==> src/rtl/hazard_ctrl_pkg.sv <==
// Shared definitions for the hazard controller: forward selects, multiply
// sequencer state encoding and the PC register address.
package hazard_pkg;

  localparam logic [1:0] FWD_RF  = 2'b00;
  localparam logic [1:0] FWD_WB  = 2'b01;
  localparam logic [1:0] FWD_MEM = 2'b10;

  localparam logic [3:0] PC_ADDR = 4'hF;

  typedef enum logic {
    MUL_IDLE = 1'b0,
    MUL_BUSY = 1'b1
  } mul_state_e;

endpackage

==> src/rtl/hazard_ctrl_mul_seq.sv <==
// Multiply sequencer: holds the pipeline frozen while a multi-cycle multiply
// occupies Execute and pulses MulDoneE when its result is ready.
//
// state    | meaning
// MUL_IDLE | no multiply in flight; a MulStartE is accepted here
// MUL_BUSY | multiply in flight; cnt counts down the remaining frozen cycles
module mul_seq
  import hazard_pkg::*;
#(
  parameter int MUL_LATENCY = 4
) (
  input  logic clk,
  input  logic rst_n,
  input  logic MulStartE,
  output logic freeze,
  output logic MulBusy,
  output logic MulDoneE
);

  localparam int CW      = (MUL_LATENCY > 1) ? $clog2(MUL_LATENCY) : 1;
  localparam int INIT_I  = (MUL_LATENCY > 1) ? MUL_LATENCY - 2 : 0;
  localparam logic [CW-1:0] CNT_INIT = INIT_I[CW-1:0];
  localparam bit MULTI   = (MUL_LATENCY > 1);

  mul_state_e    state_q, state_d;
  logic [CW-1:0] cnt_q, cnt_d;

  always_ff @(posedge clk or negedge rst_n) begin
    if (!rst_n) begin
      state_q <= MUL_IDLE;
      cnt_q   <= '0;
    end else begin
      state_q <= state_d;
      cnt_q   <= cnt_d;
    end
  end

  always_comb begin
    state_d = state_q;
    cnt_d   = cnt_q;
    unique case (state_q)
      MUL_IDLE: begin
        if (MulStartE && MULTI) begin
          state_d = MUL_BUSY;
          cnt_d   = CNT_INIT;
        end
      end
      MUL_BUSY: begin
        if (cnt_q != '0) cnt_d = cnt_q - 1'b1;
        else             state_d = MUL_IDLE;
      end
      default: state_d = MUL_IDLE;
    endcase
  end

  // Outputs are gated by rst_n so an asserted reset releases the pipeline at once.
  always_comb begin
    freeze   = 1'b0;
    MulDoneE = 1'b0;
    unique case (state_q)
      MUL_IDLE: begin
        freeze   = MulStartE && MULTI;
        MulDoneE = MulStartE && !MULTI;
      end
      MUL_BUSY: begin
        freeze   = (cnt_q != '0);
        MulDoneE = (cnt_q == '0);
      end
      default: ;
    endcase
    freeze   = freeze & rst_n;
    MulDoneE = MulDoneE & rst_n;
  end

  assign MulBusy = (state_q == MUL_BUSY);

endmodule

==> src/rtl/hazard_ctrl.sv <==
// Pipeline hazard controller: forwarding selects, load-use / RAW stalls,
// branch flushes and multiply freeze. Forwarding is enabled by HAZARD_FWD_EN.
module hazard_ctrl
  import hazard_pkg::*;
#(
  parameter int MUL_LATENCY = 4
) (
  input  logic       clk,
  input  logic       rst_n,
  input  logic [3:0] RA1D,
  input  logic [3:0] RA2D,
  input  logic [3:0] RA1E,
  input  logic [3:0] RA2E,
  input  logic [3:0] WA3E,
  input  logic [3:0] WA3M,
  input  logic [3:0] WA3W,
  input  logic       RegWriteE,
  input  logic       RegWriteM,
  input  logic       RegWriteW,
  input  logic       MemtoRegE,
  input  logic       BranchTakenE,
  input  logic       MulStartE,
  output logic       StallF,
  output logic       StallD,
  output logic       StallE,
  output logic       StallM,
  output logic       StallW,
  output logic       FlushD,
  output logic       FlushE,
  output logic [1:0] ForwardAE,
  output logic [1:0] ForwardBE,
  output logic       MulBusy,
  output logic       MulDoneE
);

  logic freeze;
  logic hz;

  mul_seq #(.MUL_LATENCY(MUL_LATENCY)) u_mul_seq (
    .clk      (clk),
    .rst_n    (rst_n),
    .MulStartE(MulStartE),
    .freeze   (freeze),
    .MulBusy  (MulBusy),
    .MulDoneE (MulDoneE)
  );

`ifdef HAZARD_FWD_EN
  // Memory stage is checked first so the youngest result wins.
  always_comb begin
    ForwardAE = FWD_RF;
    ForwardBE = FWD_RF;
    if (RA1E != PC_ADDR) begin
      if (RegWriteM && (WA3M == RA1E))      ForwardAE = FWD_MEM;
      else if (RegWriteW && (WA3W == RA1E)) ForwardAE = FWD_WB;
    end
    if (RA2E != PC_ADDR) begin
      if (RegWriteM && (WA3M == RA2E))      ForwardBE = FWD_MEM;
      else if (RegWriteW && (WA3W == RA2E)) ForwardBE = FWD_WB;
    end
  end

  assign hz = MemtoRegE & RegWriteE & ((WA3E == RA1D) | (WA3E == RA2D));
`else
  function automatic logic dst_hit(input logic we, input logic [3:0] wa,
                                   input logic [3:0] ra1, input logic [3:0] ra2);
    return we && (wa != PC_ADDR) && ((wa == ra1) || (wa == ra2));
  endfunction

  // Without forwarding, any in-flight writer of a Decode source must drain first.
  assign ForwardAE = FWD_RF;
  assign ForwardBE = FWD_RF;
  assign hz = dst_hit(RegWriteE, WA3E, RA1D, RA2D)
            | dst_hit(RegWriteM, WA3M, RA1D, RA2D)
            | dst_hit(RegWriteW, WA3W, RA1D, RA2D);

  logic unused_ok;
  assign unused_ok = ^{MemtoRegE, RA1E, RA2E};
`endif

  assign StallF = freeze | (hz & ~BranchTakenE);
  assign StallD = freeze | (hz & ~BranchTakenE);
  assign StallE = freeze;
  assign StallM = freeze;
  assign StallW = freeze;
  assign FlushD = ~freeze & BranchTakenE;
  assign FlushE = ~freeze & (BranchTakenE | hz);

endmodule

==> config.mk <==
export PLATFORM = sky130hd
export DESIGN_NAME = hazard_ctrl
export DESIGN_NICKNAME = d
export VERILOG_FILES = /design/src/rtl/hazard_ctrl_pkg.sv /design/src/rtl/hazard_ctrl_mul_seq.sv /design/src/rtl/hazard_ctrl.sv
export SDC_FILE = /design/constraint.sdc
export NUM_CORES = 1
export LEC_CHECK = 0
export ABC_AREA = 1
export ABC_CLOCK_PERIOD_IN_PS = 1700
export BUFFER_PORTS_ARGS = -buffer_cell sky130_fd_sc_hd__buf_4
export CAP_MARGIN = 20
export CORE_UTILIZATION = 41
export CTS_CLUSTER_SIZE = 8
export DETAILED_ROUTE_END_ITERATION = 7
export PLACE_DENSITY = 0.79
export SLEW_MARGIN = 10
export SYNTH_ARGS = -nofsm -noshare
export SYNTH_HDL_FRONTEND = slang
export SYNTH_SLANG_ARGS = --single-unit
==> constraint.sdc <==
create_clock -name clk -period 1.7 [get_ports clk]
set_clock_uncertainty 0.05 [all_clocks]
set_input_delay 0.085 -clock clk [delete_from_list [all_inputs] [get_ports clk]]
set_output_delay 0.085 -clock clk [all_outputs]
set_load 0.05 [all_outputs]
After elaboration in Yosys (flattened, before gate mapping)
Index checks and enable logic that the tools add are counted.
{"block": "op_classes", "eq_ne": 11, "n_mux": 8, "bitwise_logic": 12, "reduce_logical": 12, "add_sub_neg": 1}
{"cell": "4-bit equality test", "n": 6}
{"cell": "4-bit != test, second input constant", "n": 3}
{"cell": "1-bit logical AND", "n": 6}
{"cell": "1-bit case mux with 2 select lines", "n": 3}
{"cell": "1-bit AND", "n": 5}
{"cell": "2-bit 2-to-1 mux", "n": 2}
{"cell": "2-bit != test, second input constant", "n": 2}
{"cell": "1-bit bitwise OR", "n": 4}
{"cell": "2-bit case mux with 2 select lines", "n": 1}
{"cell": "1-bit logical OR", "n": 3}
{"cell": "1-bit NOT", "n": 3}
{"cell": "2-bit zero test", "n": 1}
{"cell": "1-bit 2-to-1 mux", "n": 2}
{"cell": "2-bit AND reduction", "n": 1}
{"cell": "2-bit nonzero test", "n": 1}
{"cell": "2-bit by 1-bit subtractor with 2-bit output, second input constant", "n": 1}
{"block": "word_totals", "output_inout_bits": 13, "input_bits": 36, "word_cells": 46, "ff_bits": 3}

Logic depth before layout (Yosys ltp)
Gate-level depths: netlist of the first run.
{"block": "depth", "ltp_word": 7, "depth_mapped": 11, "depth_no_buf": 10}

Cells and area by module
Synthesis of the first run repeated with hierarchy kept, for this count alone.
{"block": "hier_totals", "hier_cells": 161, "hier_area_um2": 743.2}
{"mod": "hazard_ctrl", "instances": 1, "seq_area_each_um2": 0.0, "area_each_um2": 571.8, "cells_each": 137}
{"mod": "mul_seq", "instances": 1, "seq_area_each_um2": 75.1, "area_each_um2": 171.4, "cells_each": 24}

Worst setup path after synthesis of the first run
Ideal clock, no wire load.
{"block": "synth_timing", "path_type": "flip-flop to output port", "start": "register u_mul_seq.state_q, in the netlist u_mul_seq.MulBusy", "end": "output StallF", "path_stages_with_launch": 8, "arrival_time_ns": 2.226, "path_buffers": 1, "t_required_ns": 1.565, "setup_slack_ns": -0.661, "path_cell_list": "dfrtp_1 > inv_1 > nor2_2 > a21oi_2 > nor2_2 > inv_2 > nand2_1 > buf_4"}
{"block": "synth_via", "elab_chain_len": 4}
{"item": "start: declaration", "line": "hazard_ctrl_mul_seq.sv:25", "text": "mul_state_e state_q, state_d;"}
{"item": "start signal: assignment", "line": "hazard_ctrl_mul_seq.sv:33", "text": "state_q <= state_d;"}
{"item": "1-bit NOT", "line": "hazard_ctrl_mul_seq.sv:60", "text": "unique case (state_q)"}
{"item": "1-bit case mux with 2 select lines (*)", "line": "hazard_ctrl_mul_seq.sv:60"}
{"item": "1-bit AND (*)", "line": "hazard_ctrl_mul_seq.sv:71", "text": "freeze = freeze & rst_n;"}
{"item": "net StallE", "line": "hazard_ctrl.sv:25", "text": "output logic StallE,"}
{"item": "1-bit bitwise OR (*)"}
{"item": "end: declaration", "line": "hazard_ctrl.sv:23", "text": "output logic StallF,"}
The timed path passes the listed nets; every way through them passes the cells marked *.

Worst setup path after layout of the first run
{"block": "layout_timing", "start": "register u_mul_seq.cnt_q[0]", "end": "output FlushE"}
{"block": "layout_via", "elab_chain_len": 5}
{"item": "start: declaration", "line": "hazard_ctrl_mul_seq.sv:26", "text": "logic [CW-1:0] cnt_q, cnt_d;"}
{"item": "start signal: assignment", "line": "hazard_ctrl_mul_seq.sv:34", "text": "cnt_q <= cnt_d;"}
{"item": "2-bit nonzero test", "line": "hazard_ctrl_mul_seq.sv:66", "text": "freeze = (cnt_q != '0);"}
{"item": "1-bit case mux with 2 select lines", "line": "hazard_ctrl_mul_seq.sv:60"}
{"item": "1-bit AND", "line": "hazard_ctrl_mul_seq.sv:71"}
{"item": "1-bit NOT", "line": "hazard_ctrl.sv:87", "text": "assign FlushE = ~freeze & (BranchTakenE | hz);"}
{"item": "1-bit AND", "line": "hazard_ctrl.sv:87"}
{"item": "end: declaration", "line": "hazard_ctrl.sv:29", "text": "output logic FlushE,"}
Every way passes these cells.

==> impl_results.md, run 1 <==
* Synth area leaders: nand2_1 (46%), dfrtp_1 (10%), inv_1 (9.9%)
* Total power at approximately 1.2 mW
* Max IR drop VDD at 0.000990 V
* Die span in y at between 40 and 50 um
* Crit. Startpoint: u_mul_seq.cnt_q[0]$_DFFE_PN0P_
* RSZ-0062 raised after global routing: false
* Metal3 WL at approximately 100 um
* Leading area contributor after synthesis: nand2_1
* Grt ovf at 0
* Clock buffer depth at 2
* Register area share after synthesis at 10.5%
* Routed wire length at around 2 mm
* CTS tree: built
* Met1 wire length at between 800 and 900 um
* Final cycle utilization of the critical path at between 90% and 100%
* Netlist cell types at 16
* Syn. warnings at 0
* Routability Congestion at 0.790
* Min-Delay Path Class: in -> reg
* Routed wl met2 at roughly 1.1 mm
* CTS sink cnt at 3
* Ports at approximately 50
* Cell Pwr Density at around 1100 nW/um^2
* Detail Placement HPWL at around 1.6 mm
* Worst path required time at 1.56 ns
* ANT nets after route at 0
* Starting density of the core at about 46%
* Layout Nets at 230
* Clk_lat worst skew at between 0.2 and 0.25 ns
* Avg WL per Cell at ~9.7 um
* Clock transition at path regs at around 0.030 ns
* Register bit total from synthesis at 3
* Pins Over Slew Limit at 0
* CTS H-tree lvls at 1
* Layout cells sized above 1 at roughly a third
* Outcome: finished, violations left
* Vias at just under 1000
* Finished Layout Cells at approximately 210
* Vias per Instance at 4.63
* Antenna violations before repair at 0
* Fmax at roughly 620 MHz
* Min Clock Period, post-route at around 1.6 ns
* Final setup fails at 0
* FF-to-FF Start: u_mul_seq.cnt_q[0]$_DFFE_PN0P_
* Synth top area share at 46.0%
* Crit path DAT at about 1.5 ns
* Core box area at about 1600 um^2
* Syn Inst Count at between 150 and 200
* Syn Area/Cell at roughly 4.7 um^2
* Crit path capture type: primary output
* Area Growth Syn to Fin at 48.4%
* WS Path Type: reg -> out
* Die ar. at 1920 um^2
* Placed Cells at ~200
* CP Max Fanout at 3
* CTS Buf Count at 3
* Vias in the first global route at between 800 and 900
* CTS root buf: clkbuf_4
* R2R Setup Slk at 0.49 ns
* Post-Syn Area at a little over 700 um^2
* Reg2reg path depth at 6
* Die Wd at around 44 um
* First-pass GRT wire length at about 3.3 mm
* Setup crit start kind: flip-flop
* Leak Pwr at 0.698 nW
* Crit path capture: FlushE
* DRC at 5
* PortBufs at 35
* Max-cap check violation count at 0
* Inserted Diodes at 0
* Critical R2R Capture: u_mul_seq.cnt_q[0]$_DFFE_PN0P_
* Drt pass-1 iters at 6
* 1st-iter DRT viols at 23
* Tot GR Track Use at between 20% and 30%
* Rows at 14
* Top Layer Used: met4
* Pin count of the biggest net entering global routing at 5
* Hold Fails Final Rpt at 0
* Failing checks: DRC
worst min-delay path by stage:
stage	startpoint	end	slack [ns]	depth (start not counted)
floorplan	rst_n	u_mul_seq.MulBusy$_DFF_PN0_	-0.26	0
global placement	rst_n	u_mul_seq.cnt_q[0]$_DFFE_PN0P_	-0.17	1
detailed placement	rst_n	u_mul_seq.cnt_q[0]$_DFFE_PN0P_	-0.17	1
CTS	MulStartE	u_mul_seq.MulBusy$_DFF_PN0_	0.07	3
global route	MulStartE	u_mul_seq.MulBusy$_DFF_PN0_	0.08	3
finish	MulStartE	u_mul_seq.MulBusy$_DFF_PN0_	0.1	3
worst max-delay path, stage by stage, from the launching register on:
cell and delay [ns]:
dfrtp_1 0.36, inv_2 0.09, ha_4 0.15, nor2_4 0.04
a21oi_4 0.16, nor2_4 0.05, inv_2 0.09, nand2_2 0.08
nand2_2 0.07, buf_6 0.15
stage by stage:
step / hold slack [ns] / instance area, um^2 / setup WS, ns / util, % / TNS [ns]
2_1_floorplan: -0.261 / 761 / -0.0140 / - / -0.0245
3_3_place_gp: -0.169 / 987 / 0.169 / 62.6 / 0
3_5_place_dp: -0.168 / 987 / 0.152 / 62.6 / 0
4_1_cts: 0.0700 / 1060 / 0.0140 / 67.1 / 0
5_1_grt: 0.0847 / 1070 / 0.00503 / 67.6 / 0
6_report: 0.0983 / 1070 / 0.0810 / 67.6 / 0
cells by family (layout without fill, tap and decap cells):
| family | after synthesis | count (layout) | share of synthesized area (%) |
|---|---|---|---|
| buffers and inverters | 35 | 70 | 22.0 |
| AO/OA/AOI/OAI | 6 | 6 | 6.10 |
| AND/OR/NAND/NOR | 107 | 107 | 58.0 |
| XOR/XNOR | 1 | 1 | 1.22 |
| other | 1 | 4 | 0.522 |
| flip-flops | 3 | 3 | 10.5 |
| adder cells (fa/ha/maj) | 1 | 1 | 1.74 |
where the power goes:
group | internal, mW | total (mW) | leakage, nW | switching, mW
Sequential | 0.112 | 0.135 | 0.0335 | 0.0227
Clock | 0.0880 | 0.125 | 0.0150 | 0.0375
Combinational | 0.322 | 0.925 | 0.649 | 0.603
Total | 0.523 | 1.19 | 0.698 | 0.663
flip-flops by register name (all words and copies together) (netlist names):
signal / cells
u_mul_seq.MulBusy: 1
u_mul_seq.cnt_q: 2
what timing repair did:
item,4_1_cts,5_1_grt
gates resized for setup,5,2
hold endpoints to repair,3,0
pin swaps,2,1
setup endpoints to repair,4,2
buffers inserted,1,1
gates cloned,0,0
hold buffers,1,0
synthesized netlist by cell type:
cell and count:
buf_4 7, nand3_1 3, a21oi_2 1, a22oi_1 1, xor2_1 1, inv_1 19
nand3_2 1, ha_1 1, inv_2 9, nor2_2 2, o21ai_1 1, dfrtp_1 3
nand2_1 88, nor2_1 13, o21a_1 3, conb_1 1
cells in the final DEF, fill, tap and decap left out:
master and instances:
xor2_1 1, nand3_1 3, buf_4 35, dfrtp_2 1
nand3_2 1, nand2_4 1, clkbuf_4 3, nand2_1 85
inv_2 12, a22oi_1 1, a21oi_4 1, ha_4 1
clkbuf_1 1, conb_1 4, nor2_1 13, buf_6 2
o21a_1 3, nand2_2 2, inv_1 15, dfrtp_1 2
dlygate4sd3_1 1, nor2_4 2, o21ai_1 1, clkinvlp_4 1
layout make-up:
cell class              instances  area (um^2)
clock buffers                   4         26.3
repair buffers                 38          295
flip-flops and latches          3         76.3
multi-input cells             119          539
fillers                       157          510
well taps                      16         20.0
inverters                      28          109
routing by layer:
| metal | vias to the layer above | GRT usage, % |
|---|---|---|
| li1 | 516 | - |
| met4 | 0 | 5.45 |
| met5 | - | 0 |
| met3 | 2 | 1.25 |
| met2 | 30 | 41.8 |
| met1 | 416 | 25.9 |
Note: power is estimated with default switching activity, not from simulation.
==> run 2, diff against run 1 <==
--- a/config.mk
+++ b/config.mk
@@ -6,9 +6,10 @@
 export NUM_CORES = 1
 export LEC_CHECK = 0
 export ABC_AREA = 1
-export ABC_CLOCK_PERIOD_IN_PS = 1700
+export ABC_CLOCK_PERIOD_IN_PS = 1800
 export BUFFER_PORTS_ARGS = -buffer_cell sky130_fd_sc_hd__buf_4
 export CAP_MARGIN = 20
+export CORE_MARGIN = 4
 export CORE_UTILIZATION = 41
 export CTS_CLUSTER_SIZE = 8
 export DETAILED_ROUTE_END_ITERATION = 7
==> constraint.sdc (replaced) <==
create_clock -name clk -period 1.8 [get_ports clk]
set_clock_uncertainty 0.05 [all_clocks]
set_input_delay 0.09 -clock clk [delete_from_list [all_inputs] [get_ports clk]]
set_output_delay 0.09 -clock clk [all_outputs]
set_load 0.05 [all_outputs]
==> run 2 against run 1 <==
The flow now finishes without violations. Sequential power is 10% lower. Critical path type unchanged. Worst setup slack better by 0.036 ns. Count of clock-buffer cells in the layout stayed put. Critical path depth stayed put. Global-route usage is 3.3 points lower. Largest cell class unchanged. Clock power is 4% lower. Cell count is 0.48% lower. Total power is 11% lower. Register-to-register slack better by 0.04 ns. Critical endpoint unchanged. Worst hold slack better by 0.046 ns. Non-clock buffer count is 1 lower.
==> impl_results.md, run 2 (synthesis gave the netlist of run 1 again) <==
* Starting density of the core at 45.6% (unchanged)
* Hold Fails Final Rpt at 0 (unchanged)
* Largest register by flop count: u_mul_seq.cnt_q (unchanged)
* Leak Pwr at 0.702 nW (was 0.698 nW)
* Pins Over Slew Limit at 0 (unchanged)
* Detail Placement HPWL at 1.79 mm (was 1.57 mm)
* CP Max Fanout at 4 (was 3)
* Die ar. at 2490 um^2 (was 1920 um^2)
* Rows at 14 (unchanged)
* PortBufs at 35 (unchanged)
* DRC at 0 (was 5)
* Die Wd at 49.9 um (was 43.9 um)
* Crit path DAT at 1.54 ns (was 1.48 ns)
* Final cycle utilization of the critical path at between 90 and 100%
* Tot GR Track Use at 18.5% (was 21.8%)
* Vias per Instance at 4.61 (was 4.63)
* Routability Congestion at 0.771 (was 0.790)
* Inserted Diodes at 0 (unchanged)
* Most frequent cells in the layout: nand2_1 (87), buf_4 (34), inv_1 (19) (was nand2_1 (85), buf_4 (35), inv_1 (15))
* Vias at 955 (was 964)
* CTS sink cnt at 3 (unchanged)
* Avg WL per Cell at 10.1 um (was 9.69 um)
* Cell Pwr Density at 1010 nW/um^2 (was 1110 nW/um^2)
* Core box area at 1580 um^2 (unchanged)
* Max-cap check violation count at 0 (unchanged)
* CP peak stage delay at 0.35 ns (was 0.36 ns)
* WS Path Type: reg -> out (unchanged)
* Final setup fails at 0 (unchanged)
* First-pass GRT wire length at 3.59 mm (was 3.26 mm)
* Antenna violations before repair at 0 (unchanged)
* RSZ-0062 raised after global routing: false (unchanged)
* Total power at 1.05 mW (was 1.19 mW)
* Area of the multi-input gates at 524 um^2 (was 539 um^2)
* Setup crit start kind: flip-flop (unchanged)
* Min Clock Period, post-route at around 1.7 ns
* Slowest CP cell: dfrtp_1 (unchanged)
* Max IR drop VDD at 0.000881 V (was 0.000990 V)
* Area Growth Syn to Fin at 44.8% (was 48.4%)
* Max reg flops at 2 (unchanged)
* Most common cell after layout, fill and taps aside: nand2_1 (unchanged)
* CTS Buf Count at 3 (unchanged)
* Fmax at approximately 600 MHz
* CTS root buf: clkbuf_4 (unchanged)
* 1st-iter DRT viols at 10 (was 23)
* Final worst slack at 0.117 ns (was 0.0810 ns)
* Layout cells sized above 1 at 28.8% (was 32.3%)
* Crit path max-delay family: flip-flops (unchanged)
* Crit path capture type: primary output (unchanged)
* ANT nets after route at 0 (unchanged)
* Register area at 76.3 um^2 (unchanged)
* Min-Delay Path Class: in -> async (was in -> reg)
* Pin count of the biggest net entering global routing at 5 (unchanged)
* Routed wire length at 2.10 mm (was 2.02 mm)
* Critical path buffers and inverters at 3 (unchanged)
* Clock buffer depth at 2 (unchanged)
* Layout Nets at 229 (was 230)
* Hold_ws at 0.145 ns (was 0.0983 ns)
* CTS H-tree lvls at 1 (unchanged)
* CP Cell Sequence: inv_1, ha_2, nor2_4, a21oi_4, nor2_4, inv_2, nand2_1, nand2_1, buf_6 (was inv_2, ha_4, nor2_4, a21oi_4, nor2_4, inv_2, nand2_2, nand2_2, buf_6)
* Ports at 49 (unchanged)
* Die span in y at 49.9 um (was 43.9 um)
* CTS tree: built (unchanged)
* Final TNS setup at 0 ns (unchanged)
* Clk_lat worst skew at 0.24 ns (was 0.23 ns)
* Drt pass-1 iters at 4 (was 6)
* Clock transition at path regs at 0.04 ns (was 0.03 ns)
* Outcome: finished, final reports clean (was finished, violations left)
* Worst path required time at 1.66 ns (was 1.56 ns)
* Vias in the first global route at 869 (was 853)
* Grt ovf at 0 (unchanged)
* Post-Route Utilization at 66.0% (was 67.6%)
* Place WS at 0.291 ns (was 0.152 ns)
* Layout fillers at 171 (was 157)
==> run 2: cell types whose count changed in the layout (fill, tap and decap cells not counted), sizes merged <==
| cell | before | now |
|---|---|---|
| clkinvlp | 1 | 0 |
| buf | 37 | 36 |
| inv | 27 | 28 |
==> run 2: per-layer routing <==
layer  GRT usage (%)  share of wire [%]
met1            19.6                 39
met4            8.29                1.5
met3            4.22                5.9
met5               0                  0
met2            34.1                 54
==> run 2: timing repair <==
action                     in CTS  in global routing
gates resized for setup         0                  5
setup endpoints to repair       0                  4
setup buffers                   0                  1
hold endpoints to repair        3                  0
hold buffers                    1                  0
==> run 2: cell type report <==
type                       instances  share of cell area [%]
clock buffer                       4                    2.53
inverter                          28                    10.1
timing repair buffer              37                    27.7
multi-input combinational        119                    50.4
sequential                         3                    7.34
tap                               16                    1.93
==> run 2: power by group <==
part           total, mW  switching, mW  internal, mW  leakage (nW)
Sequential         0.121         0.0159         0.105        0.0335
Clock              0.120         0.0372        0.0832        0.0150
Combinational      0.813          0.536         0.277         0.653
==> run 2: path summary, 6_finish.rpt <==
kind | from | endpoint | slack, ns | cells past startpoint
min | rst_n | u_mul_seq.cnt_q[0]$_DFFE_PN0P_ | 0.14 | 2
max in group asynchronous | rst_n | u_mul_seq.MulBusy$_DFF_PN0_ | 1.44 | 2
max reg2reg | u_mul_seq.cnt_q[0]$_DFFE_PN0P_ | u_mul_seq.cnt_q[0]$_DFFE_PN0P_ | 0.53 | 7
min reg2reg | u_mul_seq.cnt_q[0]$_DFFE_PN0P_ | u_mul_seq.cnt_q[0]$_DFFE_PN0P_ | 0.47 | 3
max | u_mul_seq.cnt_q[0]$_DFFE_PN0P_ | FlushE | 0.12 | 9
min in group clk | MulStartE | u_mul_seq.MulBusy$_DFF_PN0_ | 0.19 | 4
==> run 2: per-stage QoR <==
| stage | std cells | area [um^2] |
|---|---|---|
| 6_report | 207 | 1040 |
| 3_3_place_gp | 201 | 973 |
| 2_1_floorplan | 157 | 747 |
| 3_5_place_dp | 201 | 973 |
| 4_1_cts | 206 | 1010 |
| 5_1_grt | 207 | 1040 |
==> run 3, diff against run 2 <==
--- a/config.mk
+++ b/config.mk
@@ -6,14 +6,14 @@
 export NUM_CORES = 1
 export LEC_CHECK = 0
 export ABC_AREA = 1
-export ABC_CLOCK_PERIOD_IN_PS = 1800
+export ABC_CLOCK_PERIOD_IN_PS = 1490
 export BUFFER_PORTS_ARGS = -buffer_cell sky130_fd_sc_hd__buf_4
 export CAP_MARGIN = 20
 export CORE_MARGIN = 4
-export CORE_UTILIZATION = 41
+export CORE_UTILIZATION = 37
 export CTS_CLUSTER_SIZE = 8
 export DETAILED_ROUTE_END_ITERATION = 7
-export PLACE_DENSITY = 0.79
+export PLACE_DENSITY = 0.76
 export SLEW_MARGIN = 10
 export SYNTH_ARGS = -nofsm -noshare
 export SYNTH_HDL_FRONTEND = slang
==> constraint.sdc (replaced) <==
create_clock -name clk -period 1.49 [get_ports clk]
set_clock_uncertainty 0.05 [all_clocks]
set_input_delay 0.0745 -clock clk [delete_from_list [all_inputs] [get_ports clk]]
set_output_delay 0.0745 -clock clk [all_outputs]
set_load 0.05 [all_outputs]
==> run 3 against run 2 <==
The flow now finishes with violations (setup timing). Global-route usage decreased by 0.86 points. Sequential power rose by 29%. Cell count grew 7.7%. Count of clock-buffer cells in the layout is the same. Total power increased by 51%. Clock power rose by 17%. Critical path type unchanged. Largest power group unchanged.
==> impl_results.md, run 3 (synthesis gave the netlist of run 1 again) <==
* Outcome: finished, violations left (was finished, final reports clean)
* Failing checks: setup timing
* CP Cell Sequence: inv_2, ha_4, nor2_4, a21oi_4, nor2_4, inv_4, nand2_4, clkinvlp_4, buf_8 (was inv_1, ha_2, nor2_4, a21oi_4, nor2_4, inv_2, nand2_1, nand2_1, buf_6)
* Vias per Instance at 4.32 (was 4.61)
* Cell Pwr Density at 1340 nW/um^2 (was 1010 nW/um^2)
* Vias in the first global route at 934 (was 869)
* Max-cap check violation count at 0 (unchanged)
* CP peak stage delay at 0.36 ns (was 0.35 ns)
* Worst path required time at 1.37 ns (was 1.66 ns)
* Grt ovf at 0 (unchanged)
* Reg2reg path depth at 8 (was 7)
* Hold_ws at 0.124 ns (was 0.145 ns)
* CTS tree: built (unchanged)
* Sw Share at 50.9% (was 55.9%)
* Total power at 1.59 mW (was 1.05 mW)
* CTS root buf: clkbuf_4 (unchanged)
* Min Clock Period, post-route at between 1.5 and 2 ns
* Fmax at 635 MHz
* Most frequent cells in the layout: nand2_1 (84), buf_4 (36), inv_1 (15) (was nand2_1 (87), buf_4 (34), inv_1 (19))
* CP Max Fanout at 3 (was 4)
* FF-to-FF Start: u_mul_seq.cnt_q[0]$_DFFE_PN0P_ (unchanged)
* Clk_lat worst skew at 0.23 ns (was 0.24 ns)
* Critical path depth in cells at 9 (unchanged)
* CTS H-tree lvls at 1 (unchanged)
* Pin count of the biggest net entering global routing at 5 (unchanged)
* DRC at 0 (unchanged)
* Antenna violations before repair at 0 (unchanged)
* R2R Setup Slk at 0.19 ns (was 0.53 ns)
* First-pass GRT wire length at 3.68 mm (was 3.59 mm)
* Power Internal at 0.783 mW (was 0.465 mW)
* Crit path DAT at 1.45 ns (was 1.54 ns)
* Ports at 49 (unchanged)
* Most used cell, CP: nor2_4
* Layout Nets at 236 (was 229)
* CTS Buf Count at 3 (unchanged)
* Met1 wire length at 860 um (was 812 um)
* Die span in y at 52.1 um (was 49.9 um)
* Routed wl met2 at 1.16 mm (was 1.13 mm)
* Min-Delay Path Class: in -> async (unchanged)
* Tot GR Track Use at 17.6% (was 18.5%)
* Clock buffer depth at 2 (unchanged)
* WS Path Type: reg -> out (unchanged)
* Inserted Diodes at 0 (unchanged)
* Largest register by flop count: u_mul_seq.cnt_q (unchanged)
* Routed wire length at 2.19 mm (was 2.10 mm)
* Die ar. at 2710 um^2 (was 2490 um^2)
* Drt pass-1 iters at 4 (unchanged)
* Starting density of the core at 40.3% (was 45.6%)
* Max reg flops at 2 (unchanged)
* Leak Pwr at 0.746 nW (was 0.702 nW)
* Clock share of power at 8.8% (was 11.4%)
* Metal3 WL at 146 um (was 123 um)
* ANT nets after route at 0 (unchanged)
* Seq pwr share at 9.8% (was 11.5%)
* Rows at 15 (was 14)
* Most common cell after layout, fill and taps aside: nand2_1 (unchanged)
* Layout cells sized above 1 at 34.8% (was 28.8%)
* RSZ-0062 raised after global routing: true (was false)
* Pins Over Slew Limit at 0 (unchanged)
* Placed cell area at 1030 um^2 (was 973 um^2)
* Final worst slack at -0.0852 ns (was 0.117 ns)
* Hold Fails Final Rpt at 0 (unchanged)
* Avg WL per Cell at 9.80 um (was 10.1 um)
* Critical R2R Capture: u_mul_seq.cnt_q[0]$_DFFE_PN0P_ (unchanged)
* Core box area at 1780 um^2 (was 1580 um^2)
* Critical path buffers and inverters at 4 (was 3)
* Area Growth Syn to Fin at 65.3% (was 44.8%)
* Fin area at 1190 um^2 (was 1040 um^2)
* Top Layer Used: met4 (unchanged)
* Slowest CP cell: dfrtp_1 (unchanged)
* Max IR drop VDD at 0.00113 V (was 0.000881 V)
* Routability Congestion at 0.787 (was 0.771)
* Die Wd at 52.1 um (was 49.9 um)
* PortBufs at 35 (unchanged)
* Switching power at 0.811 mW (was 0.589 mW)
* Crit path capture type: primary output (unchanged)
* Vias at 964 (was 955)
* Place WS at -0.0177 ns (was 0.291 ns)
* CTS sink cnt at 3 (unchanged)
* Clock transition at path regs at 0.04 ns (about the same)
* Combinational share of power at 81.4% (was 77.1%)
* Final setup fails at 7 (was 0)
* Crit path max-delay family: buffers and inverters (was flip-flops)
* Setup crit start kind: flip-flop (unchanged)
* Detail Placement HPWL at 1.77 mm (was 1.79 mm)
* Post-Route Utilization at 66.6% (was 66.0%)
* 1st-iter DRT viols at 15 (was 10)
* Final cycle utilization of the critical path at 106%
## run 3: cell type report
| class | count | area [um^2] |
|---|---|---|
| timing repair buffer | 44 | 382 |
| inverter | 28 | 111 |
| clock buffer | 4 | 26.3 |
| tap | 25 | 31.3 |
| sequential | 3 | 76.3 |
| multi-input combinational | 119 | 561 |
| fill | 165 | 596 |
## run 3: power groups by stage
stage | logic [mW] | clock network (mW) | registers [mW]
floorplan | 0.696 | 0 | 0.194
global placement | 0.974 | 0 | 0.148
detailed placement | 1.00 | 0 | 0.151
CTS | 1.24 | 0.143 | 0.155
global route | 1.40 | 0.155 | 0.161
finish | 1.30 | 0.140 | 0.156
## run 3: how the worst max path moves through the flow
stage / start / endpoint
finish: u_mul_seq.cnt_q[0]$_DFFE_PN0P_ / FlushD
global route: u_mul_seq.cnt_q[0]$_DFFE_PN0P_ / FlushD
CTS: u_mul_seq.cnt_q[1]$_DFFE_PN0P_ / FlushD
detailed placement: u_mul_seq.cnt_q[1]$_DFFE_PN0P_ / FlushE
global placement: u_mul_seq.cnt_q[1]$_DFFE_PN0P_ / FlushE
floorplan: u_mul_seq.MulBusy$_DFF_PN0_ / FlushD
## run 3: timing repair
| item | CTS | global route |
|---|---|---|
| hold endpoints to repair | 3 | 0 |
| hold buffers | 1 | 0 |
| setup buffers | 5 | 1 |
| pin swaps | 6 | 1 |
| resized for setup | 17 | 3 |
| setup endpoints to repair | 7 | 7 |
## run 3: per-stage QoR
stage / cells / setup TNS [ns]
4_1_cts: 222 / -0.172
3_5_place_dp: 212 / -0.0178
6_report: 223 / -0.225
2_1_floorplan: 157 / -0.558
5_1_grt: 223 / -0.628
3_3_place_gp: 212 / 0
## run 3: worst register-to-register path, delay by kind of cell (launching register included)
kind                     cells  cell delay, ns
adder cells (fa/ha/maj)      1            0.16
AND/OR/NAND/NOR              1            0.04
flip-flops                   1            0.36
buffers and inverters        4            0.35
AO/OA/AOI/OAI                2            0.25
## run 3: layer usage
metal  vias to the layer above  global-route usage, %
met1                       412                   19.5
li1                        523                      -
met5                         -                      0
met2                        27                   34.9
met3                         2                   1.15
met4                         0                   5.24
